$ cat src/rtl/ili9341_pkg.sv
// Shared constants and types for the ILI9341 8080-bus receiver model.
// Command opcodes, default panel geometry and the pixel address helper.
package ili9341_pkg;

    localparam logic [7:0] CMD_NOP     = 8'h00;
    localparam logic [7:0] CMD_SWRESET = 8'h01;
    localparam logic [7:0] CMD_SLPIN   = 8'h10;
    localparam logic [7:0] CMD_SLPOUT  = 8'h11;
    localparam logic [7:0] CMD_DISPOFF = 8'h28;
    localparam logic [7:0] CMD_DISPON  = 8'h29;
    localparam logic [7:0] CMD_CASET   = 8'h2A;
    localparam logic [7:0] CMD_PASET   = 8'h2B;
    localparam logic [7:0] CMD_RAMWR   = 8'h2C;

    localparam int DEFAULT_WIDTH  = 320;
    localparam int DEFAULT_HEIGHT = 240;

    typedef enum logic [1:0] {
        IDLE_CMD,
        PARAM,
        RAMWR_HI,
        RAMWR_LO
    } dec_state_t;

    // Full-width linear address; the caller truncates only after the bounds check.
    function automatic logic [31:0] pixel_addr(input logic [15:0] y,
                                               input logic [15:0] x,
                                               input logic [31:0] width);
        return ({16'd0, y} * width) + {16'd0, x};
    endfunction

endpackage

$ cat src/rtl/ili9341_receiver_if.sv
// 8080-style write bus between the SoC display writer (master) and the panel model (slave).
interface ili9341_receiver_if;
    logic       nreset;
    logic       cmd_data;
    logic       write_edge;
    logic [7:0] din;

    modport master (output nreset, output cmd_data, output write_edge, output din);
    modport slave  (input  nreset, input  cmd_data, input  write_edge, input  din);
endinterface

$ cat src/rtl/ili9341_window_ctr.sv
// CASET/PASET window registers, x/y pixel cursor with auto-increment, and the
// registered framebuffer write port with out-of-panel suppression.
module ili9341_window_ctr
    import ili9341_pkg::*;
#(
    parameter int WIDTH  = DEFAULT_WIDTH,
    parameter int HEIGHT = DEFAULT_HEIGHT,
    parameter int ADDR_W = 17
) (
    input  logic              clk,
    input  logic              reset,
    input  logic              i_soft_rst,
    input  logic              i_load_origin,
    input  logic              i_param_we,
    input  logic              i_param_sel,
    input  logic [1:0]        i_param_idx,
    input  logic [7:0]        i_param_byte,
    input  logic              i_pixel_we,
    input  logic [15:0]       i_pixel,
    output logic              o_fb_we,
    output logic [ADDR_W-1:0] o_fb_addr,
    output logic [15:0]       o_fb_wdata,
    output logic              o_frame_done
);

    localparam logic [15:0] LP_W = 16'(WIDTH);
    localparam logic [15:0] LP_H = 16'(HEIGHT);

    logic [15:0]       r_xs, r_xe, r_ys, r_ye;
    logic [15:0]       r_x, r_y;
    logic              r_fb_we, r_frame_done;
    logic [ADDR_W-1:0] r_fb_addr;
    logic [15:0]       r_fb_wdata;

    logic w_row_end, w_frame_end, w_in_bounds;

    // Inverted windows (xs>xe, ys>ye) make every pixel a row/frame end.
    assign w_row_end   = (r_x >= r_xe);
    assign w_frame_end = w_row_end && (r_y >= r_ye);
    assign w_in_bounds = (r_x < LP_W) && (r_y < LP_H);

    always_ff @(posedge clk or posedge reset) begin
        if (reset) begin
            r_xs         <= '0;
            r_xe         <= LP_W - 16'd1;
            r_ys         <= '0;
            r_ye         <= LP_H - 16'd1;
            r_x          <= '0;
            r_y          <= '0;
            r_fb_we      <= 1'b0;
            r_fb_addr    <= '0;
            r_fb_wdata   <= '0;
            r_frame_done <= 1'b0;
        end else if (i_soft_rst) begin
            r_xs         <= '0;
            r_xe         <= LP_W - 16'd1;
            r_ys         <= '0;
            r_ye         <= LP_H - 16'd1;
            r_x          <= '0;
            r_y          <= '0;
            r_fb_we      <= 1'b0;
            r_fb_addr    <= '0;
            r_fb_wdata   <= '0;
            r_frame_done <= 1'b0;
        end else begin
            r_fb_we      <= 1'b0;
            r_frame_done <= 1'b0;

            if (i_param_we) begin
                case ({i_param_sel, i_param_idx})
                    3'b000: r_xs[15:8] <= i_param_byte;
                    3'b001: r_xs[7:0]  <= i_param_byte;
                    3'b010: r_xe[15:8] <= i_param_byte;
                    3'b011: r_xe[7:0]  <= i_param_byte;
                    3'b100: r_ys[15:8] <= i_param_byte;
                    3'b101: r_ys[7:0]  <= i_param_byte;
                    3'b110: r_ye[15:8] <= i_param_byte;
                    default: r_ye[7:0] <= i_param_byte;
                endcase
            end

            if (i_load_origin) begin
                r_x <= r_xs;
                r_y <= r_ys;
            end

            if (i_pixel_we) begin
                r_fb_we      <= w_in_bounds;
                r_frame_done <= w_frame_end;
                if (w_in_bounds) begin
                    r_fb_addr  <= ADDR_W'(pixel_addr(r_y, r_x, 32'(WIDTH)));
                    r_fb_wdata <= i_pixel;
                end
                if (w_row_end) begin
                    r_x <= r_xs;
                    r_y <= (r_y >= r_ye) ? r_ys : r_y + 16'd1;
                end else begin
                    r_x <= r_x + 16'd1;
                end
            end
        end
    end

    assign o_fb_we      = r_fb_we;
    assign o_fb_addr    = r_fb_addr;
    assign o_fb_wdata   = r_fb_wdata;
    assign o_frame_done = r_frame_done;

endmodule

$ cat src/rtl/ili9341_receiver.sv
// Panel-side ILI9341 write-bus decoder: strobe edge detect, command/parameter FSM,
// panel flags, and RAMWR pixel assembly feeding the window counter.
module ili9341_receiver
    import ili9341_pkg::*;
#(
    parameter int WIDTH  = DEFAULT_WIDTH,
    parameter int HEIGHT = DEFAULT_HEIGHT,
    parameter int ADDR_W = 17
) (
    input  logic              clk,
    input  logic              reset,
    ili9341_receiver_if.slave i_bus,
    output logic              fb_we,
    output logic [ADDR_W-1:0] fb_addr,
    output logic [15:0]       fb_wdata,
    output logic              display_on,
    output logic              sleep,
    output logic              frame_done
);

    dec_state_t r_state;
    logic [7:0] r_cur_cmd;
    logic [2:0] r_param_idx;
    logic [7:0] r_hi_byte;
    logic       r_we_d;
    logic       r_display_on;
    logic       r_sleep;

    logic w_accept, w_cmd_accept, w_data_accept;
    logic w_soft_rst, w_load_origin, w_param_we, w_pixel_we;

    assign w_accept      = i_bus.write_edge & ~r_we_d & i_bus.nreset;
    assign w_cmd_accept  = w_accept & ~i_bus.cmd_data;
    assign w_data_accept = w_accept &  i_bus.cmd_data;
    assign w_soft_rst    = ~i_bus.nreset | (w_cmd_accept & (i_bus.din == CMD_SWRESET));
    assign w_load_origin = w_cmd_accept & (i_bus.din == CMD_RAMWR);
    assign w_param_we    = w_data_accept & (r_state == PARAM) & ~r_param_idx[2];
    assign w_pixel_we    = w_data_accept & (r_state == RAMWR_LO);

    always_ff @(posedge clk or posedge reset) begin
        if (reset) begin
            r_we_d <= 1'b0;
        end else begin
            r_we_d <= i_bus.write_edge;
        end
    end

    // Decoder FSM; SWRESET and nreset both return every register to its reset value.
    always_ff @(posedge clk or posedge reset) begin
        if (reset) begin
            r_state      <= IDLE_CMD;
            r_cur_cmd    <= CMD_NOP;
            r_param_idx  <= '0;
            r_hi_byte    <= '0;
            r_display_on <= 1'b0;
            r_sleep      <= 1'b1;
        end else if (w_soft_rst) begin
            r_state      <= IDLE_CMD;
            r_cur_cmd    <= CMD_NOP;
            r_param_idx  <= '0;
            r_hi_byte    <= '0;
            r_display_on <= 1'b0;
            r_sleep      <= 1'b1;
        end else if (w_cmd_accept) begin
            r_cur_cmd   <= i_bus.din;
            r_param_idx <= '0;
            case (i_bus.din)
                CMD_CASET, CMD_PASET: r_state <= PARAM;
                CMD_RAMWR:            r_state <= RAMWR_HI;
                default:              r_state <= IDLE_CMD;
            endcase
            case (i_bus.din)
                CMD_DISPON:  r_display_on <= 1'b1;
                CMD_DISPOFF: r_display_on <= 1'b0;
                CMD_SLPIN:   r_sleep      <= 1'b1;
                CMD_SLPOUT:  r_sleep      <= 1'b0;
                default: ;
            endcase
        end else if (w_data_accept) begin
            case (r_state)
                PARAM: begin
                    if (!r_param_idx[2]) r_param_idx <= r_param_idx + 3'd1;
                end
                RAMWR_HI: begin
                    r_hi_byte <= i_bus.din;
                    r_state   <= RAMWR_LO;
                end
                RAMWR_LO: r_state <= RAMWR_HI;
                default: ;
            endcase
        end
    end

    ili9341_window_ctr #(
        .WIDTH  (WIDTH),
        .HEIGHT (HEIGHT),
        .ADDR_W (ADDR_W)
    ) u_window_ctr (
        .clk           (clk),
        .reset         (reset),
        .i_soft_rst    (w_soft_rst),
        .i_load_origin (w_load_origin),
        .i_param_we    (w_param_we),
        .i_param_sel   (r_cur_cmd == CMD_PASET),
        .i_param_idx   (r_param_idx[1:0]),
        .i_param_byte  (i_bus.din),
        .i_pixel_we    (w_pixel_we),
        .i_pixel       ({r_hi_byte, i_bus.din}),
        .o_fb_we       (fb_we),
        .o_fb_addr     (fb_addr),
        .o_fb_wdata    (fb_wdata),
        .o_frame_done  (frame_done)
    );

    assign display_on = r_display_on;
    assign sleep      = r_sleep;

endmodule

$ cat src/flat_wrapper.sv
// flat-port wrapper written by rule: the top's interface ports become plain ports
module ili9341_receiver_flat import ili9341_pkg::*;
#(
    parameter int WIDTH  = DEFAULT_WIDTH,
    parameter int HEIGHT = DEFAULT_HEIGHT,
    parameter int ADDR_W = 17
)
  (clk, reset, fb_we, fb_addr, fb_wdata, display_on, sleep, frame_done, i_bus_nreset, i_bus_cmd_data, i_bus_write_edge, i_bus_din);
  ili9341_receiver_if i_bus_i ();
  input  logic clk;
  input  logic reset;
  output logic fb_we;
  output logic [ADDR_W-1:0] fb_addr;
  output logic [15:0] fb_wdata;
  output logic display_on;
  output logic sleep;
  output logic frame_done;
  input wire logic [$bits(i_bus_i.nreset)-1:0] i_bus_nreset;
  input wire logic [$bits(i_bus_i.cmd_data)-1:0] i_bus_cmd_data;
  input wire logic [$bits(i_bus_i.write_edge)-1:0] i_bus_write_edge;
  input wire logic [$bits(i_bus_i.din)-1:0] i_bus_din;
  assign i_bus_i.nreset = i_bus_nreset;
  assign i_bus_i.cmd_data = i_bus_cmd_data;
  assign i_bus_i.write_edge = i_bus_write_edge;
  assign i_bus_i.din = i_bus_din;
  ili9341_receiver #(.WIDTH(WIDTH), .HEIGHT(HEIGHT), .ADDR_W(ADDR_W)) u_core (.clk(clk), .reset(reset), .i_bus(i_bus_i), .fb_we(fb_we), .fb_addr(fb_addr), .fb_wdata(fb_wdata), .display_on(display_on), .sleep(sleep), .frame_done(frame_done));
endmodule
$ cat config.mk
export PLATFORM = sky130hd
export DESIGN_NAME = ili9341_receiver_flat
export DESIGN_NICKNAME = d
export VERILOG_FILES = /design/src/rtl/ili9341_pkg.sv /design/src/rtl/ili9341_receiver_if.sv /design/src/rtl/ili9341_window_ctr.sv /design/src/rtl/ili9341_receiver.sv /design/src/flat_wrapper.sv
export SDC_FILE = /design/constraint.sdc
export NUM_CORES = 1
export LEC_CHECK = 0
export CAP_MARGIN = 20
export CORE_MARGIN = 8
export CORE_UTILIZATION = 61
export DETAILED_ROUTE_END_ITERATION = 12
export PLACE_DENSITY = 0.81
export SLEW_MARGIN = 20
export SYNTH_ARGS = -nofsm -noshare
export SYNTH_HDL_FRONTEND = slang
export SYNTH_SLANG_ARGS = --single-unit
export TNS_END_PERCENT = 10
$ cat constraint.sdc
create_clock -name clk -period 7.5 [get_ports clk]
set_input_delay 1.875 -clock clk [delete_from_list [all_inputs] [get_ports clk]]
set_output_delay 1.875 -clock clk [all_outputs]
set_load 0.01 [all_outputs]
==> metrics.csv <==
metric,value,unit
area_delta_synth_final,12.5,%
n_antenna_cell,0,
synth_top_cell_by_area,dfrtp_1,
synthArstFlopShare,100,%
coreArea,14400,um^2
fp-row-count,44,
dp_hpwl,15.1,mm
synthMuxAreaShare,4.31,%
num-fill-cells,1094,
startpoint_type,primary input,
reg2reg_slack,4120,ps
startpoint,i_bus_din[7],
clock_sinks,155,
max_freq,222,MHz
synth_top_family_by_area,simple AND/OR/NAND/NOR gates,
ff_latch_area,3900,um^2
synthCells,975,
cts_resized,0,
path_depth,10,
totalNegativeSetupSlack,0,ps
maxCapViolCount,0,
post-route-period-util,60.0,%
period_needed,4500,ps
r2r-end,u_core.u_window_ctr.r_x[8]$_DFFE_PP0P_,
ctsHoldBuffers,0,
ys_top_cells_by_area,"dfrtp_1, ha_1, nand2_1, nand3_1, a21oi_1",
worst_pin_slew,1090,ps
cp_cell_sequence,"clkdlybuf4s50_1, nor2_1, nand3_1, nor3_1, nand2_1, o21a_1, buf_4, and2_0, a21oi_1, o22ai_1",
synth-compound-area-share,16.0,%
syn_area_per_cell,9.11,um^2
htreeDepth,4,
synth-simple-area-share,19.0,%
crit_end,u_core.u_window_ctr.r_x[13]$_DFFE_PP0P_,
clock_path_buffers,2,
yosys-top-cells-count,"nand2_1, dfrtp_1, nand3_1",
grt_pass1_vias,6995,
status,finished clean,
grt_pass1_wl,36.3,mm
fp.dieW,137,um
initial_core_util,61.8,%
ctsRootBufferMaster,clkbuf_16,
cts_tree,yes,
r2r_start,u_core.u_window_ctr.r_x[7]$_DFFE_PP0P_,
ys.flop_type,dfrtp_1,
max_stage_delay,830,ps
wl,22.1,mm
worstPathRequired,7840,ps
clk_pin_slew,60,ps
ant_nets,0,
p_per_area,177,nW/um^2
clock_skew,9.00,ps
power.leakage,4.54,nW
max_slew_margin,27.1,%
drv_slew,0,
die_h,137,um
path_buf_inv,2,
synth_seq_cells,155,
peakVddDrop,143,uV
firstDrtPassIters,6,
numCtsBuffers,17,
grt_max_degree,101,
grt_util_all_layers,24.8,%
synth_xor_area_share,1.93,%
gr-total-overflow,0,
end_kind,register,
synth_edf_count,0,
min_path_type,register to register,
io-pin-count,50,
rsz0062_at_grt,false,
netlist_area,8880,um^2
synth_top_area_share,39.4,%
multi_input_area,4520,um^2
drive_gt1_share,7.95,%
finalSetupViolCount,0,
antenna_found_initial,0,
die-area,18700,um^2
yosysMostFrequentCell,nand2_1,
vias,7317,
cp_top_family,buffers and inverters,
nets,1072,
synthAdderAreaFrac,9.33,%
crit_type,primary input to register,
crit_path_max_fanout,25,
holdWs,464,ps
place.gp.congestion,0.863,
via_per_inst,6.15,
cts_setup_buffers,0,
drc_errors,0,
io_buffers,49,
post_synth_num_cell_types,73,
critPathSlowestCell,clkdlybuf4s50_1,
ys_warn_count,0,
insertion_delay,430,ps
syn-num-nets,1053,
drt_iter0_markers,789,
rr_worst_depth,9,
wire_per_inst,18.6,um
hold_viol,0,
critPathArrivalTime,4840,ps
synth.yosys.seq_area_share,43.9,%
## metrics by stage
stage                     std cells  worst slack (ps)  cell area, um^2  total power, W  util, %
after CTS                      1190              3080             9990         0.00178     69.5
after global routing           1190              2800             9990         0.00182     69.5
after global placement         1159              2710             9400        0.000925     65.4
final                          1190              3000             9990         0.00177     69.5
after detailed placement       1159              2650             9400        0.000926     65.4
after floorplan                 975              1470             8880        0.000902        -
## cell usage in the layout (no fill, tap or decap), drive strengths merged, types with 5 or more instances in the layout
| cell type | synthesis | layout |
|---|---|---|
| a211oi | 10 | 10 |
| a21o | 11 | 11 |
| a21oi | 79 | 79 |
| and2 | 7 | 7 |
| and3 | 8 | 8 |
| buf | 20 | 8 |
| clkbuf | 37 | 22 |
| clkdlybuf4s50 | 0 | 49 |
| dfrtp | 140 | 140 |
| dfstp | 15 | 15 |
| ha | 63 | 63 |
| inv | 53 | 53 |
| mux2i | 36 | 36 |
| nand2 | 156 | 156 |
| nand3 | 91 | 91 |
| nand4 | 9 | 9 |
| nor2 | 48 | 48 |
| nor2b | 12 | 12 |
| nor3 | 11 | 11 |
| nor4 | 5 | 5 |
| o211ai | 5 | 5 |
| o21ai | 73 | 73 |
| o22ai | 12 | 12 |
| o2bb2ai | 7 | 7 |
| xnor2 | 12 | 12 |
| xor2 | 5 | 5 |
## worst register-to-register path, cell delays in order, from the launching register on
cell and delay, ps:
dfrtp_1 570, ha_1 340, a41oi_1 160, o21ai_1 90, a221o_1 370, o2111ai_4 250
a21bo_1 160, and2_1 850, mux2i_1 340, o22ai_1 110
## how the worst min path moves through the flow
| stage | from | endpoint | slack, ps | depth (start not counted) |
|---|---|---|---|---|
| final | u_core.r_cur_cmd[5]$_DFFE_PP0P_ | u_core.r_cur_cmd[5]$_DFFE_PP0P_ | 460 | 2 |
| after global routing | u_core.r_cur_cmd[4]$_DFFE_PP0P_ | u_core.r_cur_cmd[4]$_DFFE_PP0P_ | 500 | 2 |
| after CTS | u_core.r_cur_cmd[5]$_DFFE_PP0P_ | u_core.r_cur_cmd[5]$_DFFE_PP0P_ | 470 | 2 |
| after detailed placement | u_core.r_cur_cmd[5]$_DFFE_PP0P_ | u_core.r_cur_cmd[5]$_DFFE_PP0P_ | 450 | 2 |
| after global placement | u_core.r_cur_cmd[3]$_DFFE_PP0P_ | u_core.r_cur_cmd[3]$_DFFE_PP0P_ | 450 | 2 |
| after floorplan | u_core.r_cur_cmd[5]$_DFFE_PP0P_ | u_core.r_cur_cmd[5]$_DFFE_PP0P_ | 430 | 2 |
## routing by layer
metal	up-vias	part of all wire (%)	GRT usage (%)	wire length, um
met5	-	0	0	0
met4	0	3.5	12.0	774
met2	286	45	36.5	10000
met3	59	8.0	6.17	1780
met1	3520	43	33.5	9580
li1	3452	-	-	-
## logic make-up (layout without fill, tap and decap cells)
family | Yosys count | in the layout
xor+xnor | 18 | 18
simple gates | 362 | 362
flops | 155 | 155
buf+inv | 110 | 141
mux | 38 | 38
compound gates | 227 | 227
fa+ha+maj | 65 | 65
## flip-flops by register name, indices dropped and copies added, names as in the netlist, 16 cells and up
signal,count
u_core.u_window_ctr.r_ys,16
u_core.u_window_ctr.r_xe,16
u_core.u_window_ctr.r_xs,16
u_core.u_window_ctr.o_fb_wdata,16
u_core.u_window_ctr.r_y,16
u_core.u_window_ctr.o_fb_addr,17
u_core.u_window_ctr.r_x,16
u_core.u_window_ctr.r_ye,16
## cell type report
class | instances | share of cell area [%]
clock buffer | 22 | 4.75
multi-input combinational | 710 | 45.2
timing repair buffer | 57 | 5.51
sequential | 155 | 39.0
tap | 184 | 2.30
inverter | 53 | 2.04
clock inverter | 9 | 1.18
## power by group
part | switching (W) | internal, W | total [W]
sequential | 0.00000321 | 0.000841 | 0.000844
combinational | 0.0000522 | 0.0000152 | 0.0000675
clock | 0.000346 | 0.000516 | 0.000862
total | 0.000401 | 0.00137 | 0.00177
Note: power is estimated with default switching activity, not from simulation.
